**src/rtl/bus_sync_pkg.sv**
```systemverilog
// Shared types and defaults for the toggle-handshake bus synchronizer (tx and rx sides).
package bus_sync_pkg;

    typedef enum logic {
        IDLE     = 1'b0,
        WAIT_ACK = 1'b1
    } state_t;

    localparam int SYNC_STAGES_DEF = 2;

endpackage

```
**src/rtl/bit_sync.sv**
```systemverilog
// Reset-to-0 flop chain for a single asynchronous level/toggle; used by both tx and rx sides.
module bit_sync #(
    parameter int STAGES = 2
) (
    input  logic clk,
    input  logic reset_n,
    input  logic d,
    output logic q
);

    logic [STAGES-1:0] chain;

    always_ff @(posedge clk or negedge reset_n) begin
        if (!reset_n) begin
            chain <= '0;
        end else begin
            chain <= {chain[STAGES-2:0], d};
        end
    end

    assign q = chain[STAGES-1];

endmodule

```
**src/rtl/bus_sync_tx_hs.sv**
```systemverilog
// a_clk-side transmitter of the toggle-handshake synchronizer: holds one word, flags it with a
// req toggle, waits for the synchronized ack toggle; a one-entry pending buffer queues the next word.
//   state    | meaning
//   IDLE     | no request outstanding, a_req_tgl equals synchronized ack
//   WAIT_ACK | a_data_hold presented, waiting for ack toggle to match a_req_tgl
module bus_sync_tx_hs
    import bus_sync_pkg::*;
#(
    parameter int WIDTH       = 4,
    parameter int SYNC_STAGES = SYNC_STAGES_DEF,
    parameter int TIMEOUT_W   = 8,
    parameter bit TIMEOUT_EN  = 1'b1
) (
    input  logic             a_clk,
    input  logic             reset_n,
    input  logic [WIDTH-1:0] a_data_in,
    input  logic             a_valid,
    output logic             a_ready,
    output logic [WIDTH-1:0] a_data_hold,
    output logic             a_req_tgl,
    input  logic             b_ack_tgl,
    output logic             a_busy,
    output logic             a_done_pls,
    output logic             a_timeout_pls
);

    state_t           state, state_nxt;
    logic [WIDTH-1:0] pend, pend_nxt, hold_nxt;
    logic             pend_vld, pend_vld_nxt;
    logic             ack_sync, ack_match, accept, new_req;

    bit_sync #(.STAGES(SYNC_STAGES)) u_ack_sync (
        .clk     (a_clk),
        .reset_n (reset_n),
        .d       (b_ack_tgl),
        .q       (ack_sync)
    );

    assign ack_match = (ack_sync == a_req_tgl);
    assign a_ready   = ~pend_vld;
    assign accept    = a_valid & a_ready;
    assign a_busy    = (state == WAIT_ACK);

    always_comb begin
        state_nxt    = state;
        hold_nxt     = a_data_hold;
        pend_nxt     = pend;
        pend_vld_nxt = pend_vld;
        new_req      = 1'b0;
        a_done_pls   = 1'b0;
        case (state)
            IDLE: begin
                if (accept) begin
                    hold_nxt  = a_data_in;
                    new_req   = 1'b1;
                    state_nxt = WAIT_ACK;
                end
            end
            WAIT_ACK: begin
                if (!ack_match) begin
                    if (accept) begin
                        pend_nxt     = a_data_in;
                        pend_vld_nxt = 1'b1;
                    end
                end else begin
                    a_done_pls = 1'b1;
                    if (pend_vld) begin
                        hold_nxt     = pend;
                        pend_vld_nxt = 1'b0;
                        new_req      = 1'b1;
                    end else if (accept) begin
                        // bypass: next word goes straight to hold without an IDLE cycle
                        hold_nxt = a_data_in;
                        new_req  = 1'b1;
                    end else begin
                        state_nxt = IDLE;
                    end
                end
            end
        endcase
    end

    always_ff @(posedge a_clk or negedge reset_n) begin
        if (!reset_n) begin
            state       <= IDLE;
            a_data_hold <= '0;
            a_req_tgl   <= 1'b0;
            pend        <= '0;
            pend_vld    <= 1'b0;
        end else begin
            state       <= state_nxt;
            a_data_hold <= hold_nxt;
            a_req_tgl   <= a_req_tgl ^ new_req;
            pend        <= pend_nxt;
            pend_vld    <= pend_vld_nxt;
        end
    end

    generate
        if (TIMEOUT_EN) begin : g_tmo
            localparam logic [TIMEOUT_W-1:0] TMO_PRE = {{(TIMEOUT_W-1){1'b1}}, 1'b0};
            logic [TIMEOUT_W-1:0] tmo_cnt;

            always_ff @(posedge a_clk or negedge reset_n) begin
                if (!reset_n) begin
                    tmo_cnt <= '0;
                end else if (new_req) begin
                    tmo_cnt <= '0;
                end else if (a_busy && (tmo_cnt != '1)) begin
                    tmo_cnt <= tmo_cnt + 1'b1;
                end
            end

            // fires in the cycle whose increment lands on all-ones, so only once per request
            assign a_timeout_pls = a_busy && !new_req && (tmo_cnt == TMO_PRE);
        end else begin : g_no_tmo
            assign a_timeout_pls = 1'b0;
        end
    endgenerate

endmodule

```
**config.mk**
```make
export PLATFORM = sky130hd
export DESIGN_NAME = bus_sync_tx_hs
export DESIGN_NICKNAME = d
export VERILOG_FILES = /design/src/rtl/bus_sync_pkg.sv /design/src/rtl/bit_sync.sv /design/src/rtl/bus_sync_tx_hs.sv
export SDC_FILE = /design/constraint.sdc
export NUM_CORES = 1
export LEC_CHECK = 0
export ABC_AREA = 1
export CAP_MARGIN = 40
export CORE_MARGIN = 4
export CORE_UTILIZATION = 45
export DETAILED_ROUTE_END_ITERATION = 10
export GPL_TIMING_DRIVEN = 1
export PLACE_DENSITY = 0.78
export SLEW_MARGIN = 20
export SYNTH_ARGS = -nofsm -noshare
export SYNTH_HDL_FRONTEND = slang
export SYNTH_SLANG_ARGS = --single-unit
```
**constraint.sdc**
```tcl
create_clock -name a_clk -period 1.4 [get_ports a_clk]
set_input_delay 0.28 -clock a_clk [delete_from_list [all_inputs] [get_ports a_clk]]
set_output_delay 0.28 -clock a_clk [all_outputs]
set_load 0.02 [all_outputs]
```
# Word level (Yosys, flattened, before mapping)
# Cells that the tools add are included.
# totals
ff_bits,21
input_bits,8
wordCells,41
# classes
n_addsub,1
eq_ne,4
muxes,16
bitwise_logic,5
reduce_logical,8
# op_table
operator,n
$mux 8,2
$mux 4,3
$add 8x1->8 const B,1
$eq 8x8->1 const B,1
$mux 1,8
$ne 8x8->1 const B,1
$pmux 4 s2,1
$pmux 1 s2,2
$reduce_bool 2->1,2
$logic_and 1x1->1,3
$not 1->1,3
$reduce_and 3->1,1
$ne 2x1->1 const B,1
$reduce_and 2->1,1
$and 1x1->1,1
$eq 1x1->1,1
$logic_not 1->1,1
$xor 1x1->1,1

# Longest topological paths before layout
# Gate-level depths: netlist of the first run.
# depth
depth_word,9
ltp_mapped,9
ltp_nobuf,9

# Modules after synthesis
# A second synthesis of the first run with hierarchy kept.
# hier_totals
cells_unflattened,135
area_unflattened_um2,1132.3
# by_module_without_submodules
mod,n_inst,cells_each,area_per_inst_um2,seq_area_each_um2
bus_sync_tx_hs,1,133,1082.3,475.5
bit_sync,1,2,50.0,50.0

# Least setup slack after synthesis of the first run
# No wires, ideal clock.
# synth_path
kind,reg-to-output
startpoint,reg state (netlist: a_busy)
endpoint,out a_timeout_pls
arrival_ps,1348
required_time_ps,1120
setup_slack_ps,-228
stages_incl_launch_ff,8
n_path_buf,2
cell_sequence,dfrtp_1 > buf_6 > nand2_2 > nand2_2 > nand2_4 > buf_6 > nand2_1 > nor3_2
# synth_via
elab_chain_cells,5
# synth_lines
element,line,text
"start, declared",bus_sync_tx_hs.sv:27,"state_t state, state_nxt;"
"start signal, assigned",bus_sync_tx_hs.sv:91,state <= state_nxt;
$not 1->1,--,
$pmux 1 s2,bus_sync_tx_hs.sv:51,case (state)
$logic_not 1->1,bus_sync_tx_hs.sv:115,assign a_timeout_pls = a_busy && !new_req && (tmo_cnt == TMO_PRE);
$logic_and 1x1->1 (*) (2 in series),bus_sync_tx_hs.sv:115,
"end, declared",bus_sync_tx_hs.sv:24,output logic a_timeout_pls
# Every way passes the cells marked *; elsewhere a longest branch is shown, timed or not.

# Worst setup path after layout of the first run
# layout_path
startpoint,reg g_tmo.tmo_cnt[0]
endpoint,out a_timeout_pls
# layout_via
elab_chain_cells,2
# layout_lines
element,line,text
"start, declared",bus_sync_tx_hs.sv:102,logic [TIMEOUT_W-1:0] tmo_cnt;
"start signal, assigned",bus_sync_tx_hs.sv:110,tmo_cnt <= tmo_cnt + 1'b1;
$eq 8x8->1,bus_sync_tx_hs.sv:115,
$logic_and 1x1->1,bus_sync_tx_hs.sv:115,
# No other way between the ends.

==> impl_metrics.json, run 1 <==
{
  "end_kind": "primary output",
  "grt_antenna_before_repair": 0,
  "dieArea_sq_um": 3350,
  "power_switching_mw": 1.28,
  "cts_tree": "yes",
  "muxShareOfSynthArea": 0,
  "setup_viol": 4,
  "vias_per_cell": 4.96,
  "htreeDepth": 1,
  "path_class": "register to primary output",
  "final_cell_mix": "nand2_1 (31), buf_4 (23), dfrtp_1 (19)",
  "worstPathRequired_ns": 1.12,
  "io_pins": 17,
  "post_dp_cell_area_sq_um": 1470,
  "violations": "negative setup slack",
  "rsz0062_at_grt": "yes",
  "syn_nets": 145,
  "clkTransAtPathRegs_ns": 0.13,
  "grt.total_usage": 0.154,
  "drc_errors": 0,
  "synthAdderAreaFrac": 0.0223,
  "hp-class": "input port to async pin",
  "grt_max_degree": 22,
  "cap_violations": 0,
  "final_nets": 187,
  "num_rows": 17,
  "status": "finished with violations",
  "arrival_ns": 1.31,
  "yosysSeqAreaShare": 0.469,
  "tightest_slew_ns": 0.272,
  "antenna_left": 0,
  "async_flop_share": 1.00,
  "synth_compound_area_frac": 0.0971,
  "fin_total_pwr_mw": 2.98,
  "finalCriticalPeriod_ns": 1.59,
  "avgSynthCellArea_sq_um": 8.30,
  "max_stage_delay_ns": 0.41,
  "synth_xor_area_frac": 0.0156,
  "overflow": 0,
  "synth-seq-cells": 21,
  "critical-path-top-delay-family": "flip-flops",
  "syn_area_sq_um": 1120,
  "path_cells": "inv_2 > ha_4 > nand3_2 > nor3_4 > buf_6",
  "initial_core_util": 0.488,
  "grt_pass1_vias": 1014,
  "synth-simple-area-share": 0.300,
  "slew_headroom": 0.818,
  "combPwrFrac": 0.575,
  "power.share.sequential": 0.326,
  "synth_edf_count": 0,
  "hpwl_mm": 1.92,
  "yosysUniqueCellTypes": 24,
  "worstPathMaxFanout": 2,
  "power.leakage_nw": 0.801,
  "power_density_nw_per_um2": 1880,
  "r2r-start": "g_tmo.tmo_cnt[1]",
  "numCtsBuffers": 3,
  "ir_drop_mv": 1.46,
  "syn2layout_area_growth_pct": 41.4,
  "root_buffer": "clkbuf_4",
  "final.setup.worst_slack_ns": -0.191,
  "skew_ns": 0.00955,
  "routabilityCongestion": 0.803,
  "grt_pass1_wl_mm": 4.13,
  "clock_latency_ns": 0.30,
  "setup_tns_ns": -0.512,
  "p_int_mw": 1.70,
  "final_common_cell": "nand2_1",
  "cts_hold_buf": 0,
  "slowest_stage": "dfrtp_1",
  "design_area_sq_um": 1590,
  "cts_sinks": 21,
  "crit_path_start": "g_tmo.tmo_cnt[0]",
  "drv_slew": 0,
  "synth_top_family_by_area": "simple AND/OR/NAND/NOR gates",
  "num_antenna_cells": 0,
  "period_share": 1.14,
  "synthesis.instances": 135,
  "swShare": 0.431,
  "utilization": 0.690,
  "p_clk_frac": 0.099,
  "max_freq_mhz": 629,
  "portBuffers": 16,
  "coreArea_sq_um": 2300,
  "num_vias": 1011,
  "drt-initial-drc-count": 15,
  "wire_per_inst_um": 12.2,
  "final-hold-violation-count": 0,
  "ys_warn_count": 0,
  "cts_buffer_depth": 2,
  "synthFlopType": "dfrtp_1",
  "first_pass_iters": 4,
  "drive_above_1_share": 0.341,
  "start_kind": "register",
  "wirelength_mm": 2.48,
  "die_h_um": 57.9,
  "die_w_um": 57.9,
  "worst-path-buf-inv": 2,
  "holdWs_ns": 0.298
}
## power by group through the flow
| stage | Clock (mW) | Combinational (mW) | Sequential, mW |
|---|---|---|---|
| after floorplan | 0 | 0.862 | 1.07 |
| after global placement | 0 | 1.55 | 0.954 |
| after detailed placement | 0 | 1.62 | 0.960 |
| after CTS | 0.301 | 1.66 | 0.967 |
| after global routing | 0.324 | 1.87 | 0.994 |
| final | 0.296 | 1.72 | 0.972 |
## per-layer routing
| metal | up-vias | routed length (um) | track usage |
|---|---|---|---|
| met2 | 21 | 1270 | 0.281 |
| met3 | 6 | 110 | 0.0290 |
| met1 | 471 | 1050 | 0.185 |
| met5 | - | 0 | 0 |
| met4 | 0 | 42 | 0.0397 |
| li1 | 513 | - | - |
## layout make-up
type | count | area, sq um
clock buffer | 3 | 22.5
inverter | 18 | 71.3
timing repair buffer | 41 | 352
fill | 185 | 712
multi-input combinational | 92 | 572
sequential | 21 | 528
clock inverter | 1 | 5.00
tap | 28 | 35.0
## repair_timing
| action | CTS | global route |
|---|---|---|
| cloned | 0 | 0 |
| endpoints found under the setup margin | 20 | 7 |
| pin swaps | 5 | 0 |
| resized for setup | 36 | 6 |
| buffers inserted | 1 | 1 |
## per-stage QoR
step / setup WS (ns) / std cells
final: -0.191 / 204
after global routing: -0.282 / 204
after CTS: -0.203 / 203
after detailed placement: -0.650 / 198
after global placement: -0.634 / 198
after floorplan: -0.154 / 135
## cell families (layout without fill, tap and decap cells)
kind of cell,count (synthesis),count (layout)
adders and majority gates,2,2
AOI/OAI and AO/OA,20,20
and+or+nand+nor,68,68
buffers and inverters,22,63
DFF,21,21
xor gates and xnor gates,2,2
## path summary, 6_finish.rpt
kind,slack [ns],end,cells past startpoint
max in group asynchronous,0.86,a_busy,2
min in group a_clk,0.39,u_ack_sync.chain[1],0
worst max-delay path,-0.19,a_timeout_pls,5
worst max register to register,0.05,g_tmo.tmo_cnt[6],10
worst min register to register,0.39,u_ack_sync.chain[1],0
worst min-delay path,0.30,g_tmo.tmo_cnt[4],2
## cells in the mapped netlist (2+ instances only)
library cell / number / area [sq um]
nand3_1: 9 / 45.0
dfrtp_1: 21 / 526
a21oi_1: 9 / 45.0
inv_1: 16 / 60.1
nand4_1: 2 / 12.5
nand3b_1: 2 / 15.0
xor2_1: 2 / 17.5
nand2_1: 35 / 131
nand2_2: 5 / 31.3
nor2_1: 8 / 30.0
nand2_4: 2 / 22.5
o21ai_1: 5 / 25.0
ha_1: 2 / 25.0
buf_6: 3 / 33.8
o22ai_1: 4 / 25.0
nor2_4: 2 / 22.5
## registers in the layout, summed over array words and instances (netlist names)
signal	count
a_busy	1
a_data_hold	4
a_req_tgl	1
g_tmo.tmo_cnt	8
pend	4
pend_vld	1
u_ack_sync.chain	2
## worst register-to-register path: stages (launching register included)
cell and delay, ns:
dfrtp_1 0.42, buf_6 0.12, ha_4 0.13, inv_4 0.03, nor2_4 0.16, buf_6 0.13
nand2_2 0.03, nand2_1 0.05, nand2_1 0.05, nand3_1 0.06, nand2_1 0.05
Power figures use the tool's default switching activity.
==> run 2: changes to the inputs <==
--- a/config.mk
+++ b/config.mk
@@ -10,8 +10,9 @@
 export CORE_MARGIN = 4
 export CORE_UTILIZATION = 45
 export DETAILED_ROUTE_END_ITERATION = 10
+export GPL_ROUTABILITY_DRIVEN = 0
 export GPL_TIMING_DRIVEN = 1
-export PLACE_DENSITY = 0.78
+export PLACE_DENSITY = 0.69
 export SLEW_MARGIN = 20
 export SYNTH_ARGS = -nofsm -noshare
 export SYNTH_HDL_FRONTEND = slang
==> impl_metrics.json, run 2 (synthesized netlist as in run 1, its figures left out) <==
{
  "portBuffers": 16,
  "slew_headroom": 0.816,
  "syn2layout_area_growth_pct": 44.1,
  "multiInputGateArea_sq_um": 587,
  "arrival_ns": 1.34,
  "cts_buffer_depth": 2,
  "p_int_mw": 1.74,
  "final_cell_mix": "nand2_1 (31), buf_4 (27), dfrtp_1 (19)",
  "worstPathMaxFanout": 2,
  "max_freq_mhz": 618,
  "root_buffer": "clkbuf_4",
  "r2r-end": "g_tmo.tmo_cnt[4]",
  "grtUsageMet3": 0.0223,
  "power.share.sequential": 0.320,
  "cts_sinks": 21,
  "skew_ns": 0.00682,
  "numCtsBuffers": 3,
  "grt_antenna_before_repair": 0,
  "start_kind": "register",
  "vias_per_cell": 5.06,
  "top_usage_layer": "met2",
  "io_pins": 17,
  "p_clk_frac": 0.095,
  "htreeDepth": 1,
  "grt.total_usage": 0.177,
  "wirelength_mm": 2.64,
  "fin_cells": 207,
  "cts_hold_buf": 0,
  "die_h_um": 57.9,
  "hp-class": "input port to async pin",
  "overflow": 0,
  "drv_slew": 0,
  "num_vias": 1047,
  "reg2regPathDepth": 10,
  "num_antenna_cells": 0,
  "coreArea_sq_um": 2300,
  "final_common_cell": "nand2_1",
  "end_kind": "primary output",
  "die_w_um": 57.9,
  "final.setup.worst_slack_ns": -0.219,
  "final-hold-violation-count": 0,
  "status": "finished with violations",
  "use_met1": 0.225,
  "largest_register_ffs": 8,
  "clkTransAtPathRegs_ns": 0.12,
  "period_share": 1.16,
  "drt-initial-drc-count": 22,
  "path_class": "register to primary output",
  "worstPathRequired_ns": 1.12,
  "tightest_slew_ns": 0.275,
  "setup_viol": 10,
  "num_rows": 17,
  "initial_core_util": 0.488,
  "preCtsSetupSlack_ns": -0.662,
  "grt_max_degree": 22,
  "seqCellArea_sq_um": 528,
  "reg_top3": "g_tmo.tmo_cnt (8), a_data_hold (4), pend (4)",
  "combPwrFrac": 0.585,
  "drive_above_1_share": 0.374,
  "grtUsageMet2": 0.310,
  "holdWs_ns": 0.309,
  "antenna_left": 0,
  "cts_tree": "yes",
  "path_cells": "inv_2 > ha_4 > nand3_4 > nor3_4 > buf_6",
  "power_density_nw_per_um2": 1890,
  "power_switching_mw": 1.32,
  "drc_errors": 0,
  "final_nets": 190,
  "ir_drop_mv": 1.41,
  "dp.cells": 199,
  "finalCriticalPeriod_ns": 1.62,
  "r2r-start": "g_tmo.tmo_cnt[1]",
  "swShare": 0.432,
  "power.leakage_nw": 0.810,
  "wire_per_inst_um": 12.8,
  "hpwl_mm": 1.91,
  "rrSetupSlack_ns": -0.12,
  "regMostFlops": "g_tmo.tmo_cnt",
  "dieArea_sq_um": 3350,
  "grt_pass1_wl_mm": 4.55,
  "violations": "negative setup slack",
  "cap_violations": 0,
  "clock_latency_ns": 0.30,
  "rsz0062_at_grt": "yes",
  "max_stage_delay_ns": 0.41,
  "slowest_stage": "dfrtp_1",
  "first_pass_iters": 4,
  "fillers": 186,
  "grt_pass1_vias": 1056
}
==> run 2: how the worst max path moves through the flow <==
stage          slack [ns]            end  cells past startpoint        startpoint
3_5_place_dp        -0.66  a_timeout_pls                      7           a_valid
6_report            -0.22  a_timeout_pls                      5  g_tmo.tmo_cnt[0]
3_3_place_gp        -0.64  a_timeout_pls                      7           a_valid
4_1_cts             -0.24  a_timeout_pls                      6         a_req_tgl
5_1_grt             -0.32  a_timeout_pls                      7         a_req_tgl
2_1_floorplan       -0.15  a_timeout_pls                      7            a_busy
==> run 2: metrics by stage <==
step / TNS, ns / utilization / cell area, sq um / total power, mW
6_report: -1.06 / 0.703 / 1620 / 3.06
5_1_grt: -1.99 / 0.703 / 1620 / 3.30
4_1_cts: -0.381 / 0.680 / 1560 / 2.93
3_5_place_dp: -2.94 / 0.645 / 1480 / 2.58
3_3_place_gp: -2.68 / 0.645 / 1480 / 2.53
2_1_floorplan: -0.154 / - / 1140 / 1.93
==> run 2: area by class of cell <==
cell class / instances / share of cell area
clock buffers: 4 / 0.0163
inverters: 18 / 0.0449
multi-input cells: 92 / 0.363
flip-flops and latches: 21 / 0.327
well taps: 28 / 0.0217
repair buffers: 44 / 0.227
==> run 2: per-layer routing <==
layer  share of wire  up-vias
met4          0.0053        0
met3           0.040        2
met1            0.43      500
met5               0        -
met2            0.53       30
li1                -      515
==> run 2: worst max-delay path: cells and delay by family (launching register included) <==
kind,cells,cell delay (ns)
flip-flops,1,0.41
AND/OR/NAND/NOR,2,0.26
buffers and inverters,2,0.22
adder cells (fa/ha/maj),1,0.14
==> run 2: power groups by stage <==
| stage | Sequential [mW] | Clock, mW | Combinational [mW] |
|---|---|---|---|
| after floorplan | 1.07 | 0 | 0.862 |
| after global placement | 0.958 | 0 | 1.57 |
| after detailed placement | 0.968 | 0 | 1.61 |
| after CTS | 0.977 | 0.315 | 1.64 |
| after global routing | 1.01 | 0.342 | 1.95 |
| final | 0.977 | 0.291 | 1.79 |
==> run 2: timing repair <==
action	CTS	global route
endpoints found under the setup margin	20	14
gates resized for setup	40	10
buffers inserted	2	4
pin swaps	5	7
==> run 3: changes to the inputs <==
--- a/config.mk
+++ b/config.mk
@@ -12,7 +12,7 @@
 export DETAILED_ROUTE_END_ITERATION = 10
 export GPL_ROUTABILITY_DRIVEN = 0
 export GPL_TIMING_DRIVEN = 1
-export PLACE_DENSITY = 0.69
+export PLACE_DENSITY = 0.74
 export SLEW_MARGIN = 20
 export SYNTH_ARGS = -nofsm -noshare
 export SYNTH_HDL_FRONTEND = slang
==> impl_metrics.json, run 3 (synthesized netlist as in run 1, its figures left out) <==
{
  "status": "finished with violations",
  "violations": "negative setup slack",
  "drive_above_1_share": 0.330,
  "design_area_sq_um": 1540,
  "drv_slew": 0,
  "clock_latency_ns": 0.30,
  "drt-initial-drc-count": 30,
  "overflow": 0,
  "num_vias": 1025,
  "die_w_um": 57.9,
  "numCtsBuffers": 3,
  "power_switching_mw": 1.25,
  "grt_pass1_wl_mm": 4.30,
  "portBuffers": 16,
  "final_cell_mix": "nand2_1 (32), buf_4 (25), dfrtp_1 (19)",
  "wire_per_inst_um": 12.7,
  "combPwrFrac": 0.564,
  "preCtsSetupSlack_ns": -0.677,
  "tightest_slew_ns": 0.290,
  "period_share": 1.19,
  "syn2layout_area_growth_pct": 37.5,
  "num_rows": 17,
  "grt_antenna_before_repair": 0,
  "swShare": 0.434,
  "grt.total_usage": 0.163,
  "final.setup.worst_slack_ns": -0.272,
  "rsz0062_at_grt": "yes",
  "setup_viol": 4,
  "drc_errors": 0,
  "p_int_mw": 1.63,
  "vias_per_cell": 5.02,
  "end_kind": "primary output",
  "seqCellArea_sq_um": 528,
  "finalCriticalPeriod_ns": 1.67,
  "regMostFlops": "g_tmo.tmo_cnt",
  "worstPathRequired_ns": 1.12,
  "hpwl_mm": 1.94,
  "cts_buffer_depth": 2,
  "io_pins": 17,
  "cts_tree": "yes",
  "antenna_left": 0,
  "post_dp_cell_area_sq_um": 1480,
  "final-hold-violation-count": 0,
  "fillers": 197,
  "htreeDepth": 1,
  "fin_total_pwr_mw": 2.88,
  "cap_violations": 0,
  "power.leakage_nw": 0.782,
  "grt_pass1_vias": 1031,
  "grt_max_degree": 22,
  "hp-class": "input port to async pin",
  "arrival_ns": 1.39,
  "cts_hold_buf": 0,
  "reg_top3": "g_tmo.tmo_cnt (8), a_data_hold (4), pend (4)",
  "skew_ns": 0.00114,
  "die_h_um": 57.9,
  "setup_tns_ns": -0.640,
  "final_common_cell": "nand2_1",
  "max_freq_mhz": 598,
  "initial_core_util": 0.488,
  "ir_drop_mv": 1.37,
  "coreArea_sq_um": 2300,
  "num_antenna_cells": 0,
  "start_kind": "register",
  "clkTransAtPathRegs_ns": 0.12,
  "wirelength_mm": 2.59,
  "p_clk_frac": 0.102,
  "slew_headroom": 0.806,
  "final_nets": 187,
  "path_class": "register to primary output",
  "first_pass_iters": 4,
  "multiInputGateArea_sq_um": 548,
  "dieArea_sq_um": 3350,
  "largest_register_ffs": 8,
  "power.share.sequential": 0.334,
  "cts_sinks": 21,
  "root_buffer": "clkbuf_4",
  "power_density_nw_per_um2": 1870,
  "worstPathMaxFanout": 3
}
## run 3: cell count changes in the layout (fill, tap and decap cells not counted), sizes merged
cell         previous run  this run
buf                    32        27
clkbuf                  4         3
clkinv                  0         1
dlygate4sd2             5         6
or2                     1         2
## run 3: worst paths after layout
check / startpoint / to / slack [ns] / depth (start not counted)
max in group asynchronous: reset_n / a_busy / 0.85 / 2
setup reg to reg: g_tmo.tmo_cnt[0] / g_tmo.tmo_cnt[0] / -0.01 / 9
hold reg to reg: u_ack_sync.chain[0] / u_ack_sync.chain[1] / 0.36 / 0
min in group a_clk: u_ack_sync.chain[0] / u_ack_sync.chain[1] / 0.36 / 0
hold / removal: reset_n / g_tmo.tmo_cnt[2] / 0.31 / 2
setup / recovery: a_req_tgl / a_timeout_pls / -0.27 / 6
## run 3: power by group through the flow
stage	Clock [mW]	Sequential (mW)	Combinational, mW
2_1_floorplan	0	1.07	0.862
3_3_place_gp	0	0.950	1.57
3_5_place_dp	0	0.965	1.63
4_1_cts	0.309	0.960	1.62
5_1_grt	0.330	0.992	1.78
6_report	0.293	0.964	1.62
## run 3: cell type report
| class | count | area share |
|---|---|---|
| Inverter | 18 | 0.0455 |
| Timing Repair Buffer | 40 | 0.216 |
| Clock buffer | 3 | 0.0146 |
| Multi-Input combinational cell | 93 | 0.356 |
| Clock inverter | 1 | 0.00325 |
| Tap cell | 28 | 0.0227 |
| Sequential cell | 21 | 0.343 |
## run 3: timing repair
action	in CTS	in global routing
setup endpoints to repair	20	12
pin swaps	6	1
resized for setup	31	3
cloned	1	0
setup buffers	2	0
## run 3: worst max-delay path, stage by stage, from the launching register on
cell and delay (ns):
dfrtp_2 0.44, nand2_2 0.08, nand3_2 0.11, nand2_4 0.08, nand2_2 0.06, nor3_4 0.18, buf_6 0.14
## run 3: stage by stage
stage / std cells / hold slack, ns / utilization
finish: 204 / 0.309 / 0.671
global route: 204 / 0.320 / 0.671
CTS: 204 / 0.302 / 0.668
detailed placement: 199 / 0.337 / 0.645
global placement: 199 / 0.332 / 0.645
floorplan: 135 / -0.0156 / -
## run 3: metal layers
metal,up-vias,GRT usage,share of wire
li1,512,-,-
met1,482,0.175,0.42
met2,27,0.308,0.52
met3,4,0.0312,0.049
met4,0,0.0695,0.0074
met5,-,0,0
